[src/rtl/m6502_bus_controller.sv]
// m6502_bus_controller: decodes the M6502 bus into RAM/ROM/I/O, inserts ROM wait states, runs the IRQ interval timer
module m6502_bus_controller #(
    parameter int          ROM_WAIT = 2,
    parameter logic [15:0] RAM_TOP  = 16'h7FFF,
    parameter logic [7:0]  IO_PAGE  = 8'hFE
) (
    input  logic        CLK_IN,
    input  logic        RES,
    input  logic [15:0] ADDRESS,
    input  logic        RW_N,
    input  logic        SYNC,
    input  logic [7:0]  CPU_WDATA,
    output logic [7:0]  CPU_RDATA,
    output logic        RDATA_OE,
    output logic        READY,
    output logic        IRQ_N,
    output logic [15:0] MEM_ADDR,
    output logic        RAM_CS,
    output logic        ROM_CS,
    output logic        MEM_WE,
    output logic [7:0]  MEM_WDATA,
    input  logic [7:0]  RAM_RDATA,
    input  logic [7:0]  ROM_RDATA
);
    localparam logic [3:0] WAIT_N = 4'(ROM_WAIT);
    logic        ram, io, rom, slow, io_wr, expire;
    logic [7:0]  off, io_rdata, last_pc;
    logic [3:0]  wait_cnt;
    logic [15:0] held_addr, reload, cnt;
    logic [2:0]  ctrl;
    logic        pend;
    assign off       = ADDRESS[7:0];
    assign ram       = ADDRESS <= RAM_TOP;
    assign io        = (ADDRESS[15:8] == IO_PAGE) && !ram;
    assign rom       = !ram && !io;
    assign slow      = rom && RW_N;
    assign io_wr     = io && !RW_N;
    assign expire    = ctrl[0] && (cnt == 16'd0);
    assign READY     = !(slow && (wait_cnt < WAIT_N));
    assign IRQ_N     = !(pend && ctrl[1]);
    assign RDATA_OE  = RW_N;
    assign MEM_ADDR  = ADDRESS;
    assign MEM_WDATA = CPU_WDATA;
    assign RAM_CS    = ram;
    assign ROM_CS    = rom;
    assign MEM_WE    = ram && !RW_N;
    assign CPU_RDATA = ram ? RAM_RDATA : rom ? ROM_RDATA : io_rdata;
    always_comb begin
        io_rdata = (off == 8'h00) ? reload[7:0] :
                   (off == 8'h01) ? reload[15:8] :
                   (off == 8'h02) ? {5'b0, ctrl} :
                   (off == 8'h03) ? {7'b0, pend} :
                   (off == 8'h04) ? cnt[7:0] :
                   (off == 8'h05) ? cnt[15:8] :
                   (off == 8'h06) ? last_pc : 8'hFF;
    end
    always_ff @(posedge CLK_IN) begin
        if (RES) begin
            wait_cnt  <= '0;
            held_addr <= 16'hFFFF;
            reload    <= '0;
            ctrl      <= '0;
            pend      <= 1'b0;
            cnt       <= '0;
            last_pc   <= '0;
        end else begin
            if (slow && ADDRESS != held_addr) begin
                wait_cnt  <= (WAIT_N == 4'd0) ? 4'd0 : 4'd1;
                held_addr <= ADDRESS;
            end else if (slow && wait_cnt < WAIT_N) begin
                wait_cnt <= wait_cnt + 4'd1;
            end else begin
                wait_cnt  <= '0;
                held_addr <= ~ADDRESS;
            end
            if (SYNC) last_pc <= off;
            if (expire) begin
                if (ctrl[2]) cnt <= reload;
                else ctrl[0] <= 1'b0;
            end else if (ctrl[0]) begin
                cnt <= cnt - 16'd1;
            end
            if (io_wr && off == 8'h00) reload[7:0] <= CPU_WDATA;
            if (io_wr && off == 8'h01) reload[15:8] <= CPU_WDATA;
            // a CTRL write overrides the one-shot EN clear of the same edge
            if (io_wr && off == 8'h02) begin
                ctrl <= CPU_WDATA[2:0];
                if (CPU_WDATA[0] && !ctrl[0]) cnt <= reload;
            end
            pend <= expire || (pend && !(io_wr && off == 8'h03 && CPU_WDATA[0]));
        end
    end
endmodule

[config.mk]
export PLATFORM = sky130hd
export DESIGN_NAME = m6502_bus_controller
export DESIGN_NICKNAME = d
export VERILOG_FILES = /design/src/rtl/m6502_bus_controller.sv
export SDC_FILE = /design/constraint.sdc
export NUM_CORES = 1
export LEC_CHECK = 0
export ABC_AREA = 1
export CELL_PAD_IN_SITES_DETAIL_PLACEMENT = 1
export CELL_PAD_IN_SITES_GLOBAL_PLACEMENT = 2
export CORE_MARGIN = 10
export CORE_UTILIZATION = 28
export DETAILED_ROUTE_END_ITERATION = 7
export PLACE_DENSITY = 0.81
export SYNTH_ARGS = -nofsm -noshare
export SYNTH_HDL_FRONTEND = slang
export SYNTH_SLANG_ARGS = --single-unit
[constraint.sdc]
create_clock -name CLK_IN -period 3.4 [get_ports CLK_IN]
set_clock_uncertainty 0.05 [all_clocks]
set_input_delay 1.02 -clock CLK_IN [delete_from_list [all_inputs] [get_ports CLK_IN]]
set_output_delay 1.02 -clock CLK_IN [all_outputs]
set_load 0.01 [all_outputs]
Word-level counts from Yosys, hierarchy flattened
Cells that the tools add are included.
{ "classes": {"mux": 21, "n_eq_ne": 10, "addsub": 2, "n_lt_le_gt_ge": 2, "bitwise_logic": 2, "n_reduce_logical": 29} }
{ "ops": {"columns": ["cell", "n"], "rows": [
  ["$mux W16", 7],
  ["$mux W8", 9],
  ["$eq A8 B3 Y1 const B", 3],
  ["$eq A8 B2 Y1 const B", 2],
  ["$le A16 B15 Y1 const B", 1],
  ["$logic_and A1 B1 Y1", 16],
  ["$logic_not A16 Y1", 1],
  ["$ne A16 B16 Y1", 1],
  ["$not A16 Y16", 1],
  ["$sub A16 B1 Y16 const B", 1],
  ["$eq A8 B1 Y1 const B", 1],
  ["$eq A8 B8 Y1 const B", 1],
  ["$logic_not A8 Y1", 1],
  ["$logic_not A1 Y1", 7],
  ["$mux W1", 5],
  ["$add A4 B1 Y4 const B", 1],
  ["$lt A4 B2 Y1 const B", 1],
  ["$ne A2 B1 Y1 const B", 2],
  ["$reduce_or A3 Y1", 1],
  ["$reduce_and A2 Y1", 1],
  ["$reduce_bool A2 Y1", 1],
  ["$logic_or A1 B1 Y1", 1],
  ["$not A1 Y1", 1]
]} }
{ "totals": {"regBits": 64} }

Depth between registers and ports, before layout
{ "logic_depth": {"ltp_word": 10, "mapped_depth": 12, "mapped_depth_nobuf": 11} }

Worst setup path before layout
No wires, ideal clock.
{ "synth_path": {"kind": "input to output", "from": "in ADDRESS[0]", "to": "out CPU_RDATA[1]", "arrival_time_ns": 2.088, "t_required_ns": 2.330, "path_slack_ns": 0.242, "path_stages": 9, "n_path_buf": 1, "path_cell_list": "buf_2 -> inv_2 -> nand2_1 -> nor2_1 -> nand2_1 -> o21ai_0 -> o21ai_0 -> nand3b_1 -> a21oi_1"} }
{ "synth_via": {"elab_chain_len": 10, "word_cells_on_any_way": 21} }
{ "synth_rtl": {"columns": ["item", "line_no", "text"], "rows": [
  ["from (decl)", "9", "input logic [15:0] ADDRESS,"],
  ["$eq A8 B3 Y1", "55", "(off == 8'h06) ? last_pc : 8'hFF;"],
  ["$mux W8", "55", null],
  ["$mux W8", "54", "(off == 8'h05) ? cnt[15:8] :"],
  ["$mux W8", "53", "(off == 8'h04) ? cnt[7:0] :"],
  ["$mux W8", "52", "(off == 8'h03) ? {7'b0, pend} :"],
  ["$mux W8", "51", "(off == 8'h02) ? {5'b0, ctrl} :"],
  ["$mux W8", "50", "(off == 8'h01) ? reload[15:8] :"],
  ["$mux W8", "49", "io_rdata = (off == 8'h00) ? reload[7:0] :"],
  ["$mux W8", "47", "assign CPU_RDATA = ram ? RAM_RDATA : rom ? ROM_RDATA : io_rdata;"],
  ["$mux W8 *", "47", null],
  ["to (decl)", "13", "output logic [7:0] CPU_RDATA,"]
]} }
Every way passes the cells marked *; elsewhere a longest branch is shown, timed or not.

Worst setup path after layout
{ "layout_path": {"from": "in ADDRESS[4]", "to": "out CPU_RDATA[1]"} }
The elaborated chain is that of the path after synthesis.

==> metrics <==
Max-slew headroom=0.493; ANT nets after route=0; FF-to-FF Start=cnt[1]$_SDFF_PP0_; Initial Util=0.287; Critical Path End Type=output port; Clock transition at path regs=roughly 0.05 ns; # rows=44; Critical Path AT=approximately 2.5 ns; WHS Path Cells=2; H-tree levels=3; reg2reg end=cnt[12]$_SDFF_PP0_; fin. max-slew vios=0; status=complete, but fails checks; Ports=between 80 and 90; global-route wire length before repair=between 20 and 30 mm; LEAKAGE=roughly 2.8 nW; flop2flop setup slack=approximately 1.3 ns; area occupied by multi-input gates=2560 um2; Reg2Reg Depth=10; drt via density=5.09; final WL=18.0 mm; hold slack=~0.42 ns; crit-path max FO=4; CTS Buf Count=9; die area=between 20,000 and 25,000 um2; Core Util, Final=0.419; maximum vdd drop=~0.00023 V; root buf cell=clkbuf_16; unrepaired setup endpoints after global routing=yes; number of fillers in the final layout=1,845; CP Launch Type=input port; initial DRC count=269; Vias=4,925; number of global-route vias before repair=about 5,000; Core Area=~15,000 um2; post-route DRC violation count=0; max_cap viols=0; All-Layer GR Usage=0.177; Mapped Cells=between 600 and 700; routed len/inst=about 19 um; setup_tns=-0.380 ns; Seq. cell area=1280 um2; pre-CTS worst setup slack=-0.941 ns; sequential area share after synthesis=0.305; pwr/cell area=around 340 nW/um2; HP Class=register to register; Mean Syn Cell Area=around 6.6 um2; CTS tree=yes; Placed Area=5460 um2; Hold Path Origin=reload[12]$_SDFFE_PP0P_; Hold Crit Endpoint=cnt[12]$_SDFF_PP0_; Req. time, crit path=2.33 ns; syn nets=684; Placed Cells=920; share of layout cells above drive strength 1=0.250; grt ovf=0; Final Hold Vio Count=0; largest net degree at the start of global routing=29; synthesized area=~4200 um2; Slew @ Worst Pin=~0.75 ns; Layout area overhead=45.7%; Antenna Cells=0; clk sinks=64; IO Port Bufs=81; FF+latch count, synth=64; clock buffer depth=2; Non-Filler Instances=about 970; Final min period=3.52 ns; Yosys cell types=40; failing checks=negative setup slack; fin nets=825; Placer Congestion=around 0.93; worst skew pair latency=~0.34 ns; setup slack after layout=-0.122 ns; initial antenna violation count=0; Finished Cell Area=roughly 6100 um2; yosys warns=0; DR pass1 iterations=4; Design Power=between 2 and 2.5 mW; Die Y=about 140 um; final setup fails=6; CP Class=input port to output port; Final period util=1.04; hpwl dp=around 13 mm; Max Clk Rate=284 MHz; Die W=143 um
-- logic make-up (layout without fill, tap and decap cells) --
group           Yosys count  after routing  synth area share
fa+ha+maj                 2              2           0.00595
buf+inv                 110            256             0.127
simple gates            283            283             0.316
other cells               1              1          0.000891
flops                    64             64             0.305
compound gates          152            152             0.191
xor+xnor                 26             26            0.0541
-- what timing repair did --
item	CTS	global route
setup endpoints to repair	11	11
gates resized for setup	121	22
cloned	0	0
buffers inserted	35	3
pin swaps	20	16
hold buffers	0	0
hold endpoints to repair	0	0
-- critical path: stages --
cell and delay [ns]:
buf_8 0.11, inv_6 0.05, nand2_4 0.05, nor2_4 0.11
nand4_1 0.23, buf_4 0.23, buf_6 0.11, or2_4 0.23
nand3b_1 0.09, a21oi_1 0.07, buf_2 0.15
-- registers in the layout, indices dropped and copies added (netlist names) --
register / cells
wait_cnt: 4
held_addr: 16
pend: 1
last_pc: 8
cnt: 16
ctrl: 3
reload: 16
-- report_power, final --
group / internal (mW) / total [mW] / switching, mW / leakage (nW)
sequential: 0.771 / 0.786 / 0.0150 / 0.523
combinational: 0.181 / 0.347 / 0.166 / 2.10
clock: 0.586 / 0.938 / 0.352 / 0.145
total: 1.54 / 2.07 / 0.534 / 2.77
-- how the worst max path moves through the flow --
stage | to | startpoint | cells past startpoint
after CTS | CPU_RDATA[1] | ADDRESS[5] | 11
after global placement | CPU_RDATA[6] | ADDRESS[7] | 12
after detailed placement | CPU_RDATA[6] | ADDRESS[0] | 11
final | CPU_RDATA[1] | ADDRESS[4] | 11
after floorplan | CPU_RDATA[1] | ADDRESS[0] | 9
after global routing | CPU_RDATA[1] | ADDRESS[4] | 11
-- synth_stat cells --
master	count	share of area
nor3_2	1	0.0024
nand3b_1	6	0.011
o211ai_1	4	0.0071
o21ai_1	19	0.023
a21oi_1	53	0.063
nor4_1	1	0.0015
a22o_1	4	0.0083
conb_1	1	0.00089
nor2_1	66	0.059
ha_1	2	0.0059
buf_2	7	0.0083
or2_2	4	0.0059
inv_1	46	0.041
nor2_8	1	0.0048
nand4_1	16	0.024
nor4_2	1	0.0030
nor2_4	4	0.011
xnor2_1	18	0.037
nand3_2	1	0.0024
buf_4	28	0.050
inv_2	14	0.012
nor3_4	1	0.0039
dfxtp_1	64	0.30
o21ai_0	64	0.076
a211oi_2	1	0.0030
o22ai_1	7	0.010
nor2_2	5	0.0074
clkinv_2	1	0.0012
xor2_1	8	0.017
clkinv_1	2	0.0018
and3_1	1	0.0015
nand2_4	2	0.0054
nand4_2	1	0.0030
nand2_2	4	0.0059
buf_6	1	0.0027
nor3_1	4	0.0048
buf_1	1	0.00089
clkbuf_1	10	0.0089
nand2_1	116	0.10
nand3_1	48	0.057
-- cells in the final DEF, fill, tap and decap left out, types with 18 or more instances in the layout --
cell type,count
nand2_1,107
xnor2_1,18
inv_1,43
nor2_1,62
dfxtp_1,64
nand3_1,45
clkdlybuf4s50_1,55
a21oi_1,51
o21ai_1,21
o21ai_0,59
buf_4,93
-- per-layer routing --
metal | track usage | share of wire | up-vias
met4 | 0.0706 | 0.020 | 0
met3 | 0.0354 | 0.062 | 31
li1 | - | - | 2379
met5 | 0 | 0 | -
met1 | 0.225 | 0.45 | 2364
met2 | 0.285 | 0.47 | 151
-- layout make-up --
type | instances | share of cell area
clock buffers | 11 | 0.0396
clock inverters | 5 | 0.00919
inverters | 63 | 0.0410
multi-input cells | 464 | 0.418
flip-flops and latches | 64 | 0.209
well taps | 184 | 0.0376
repair buffers | 177 | 0.245
(Power assumes the default switching activity.)
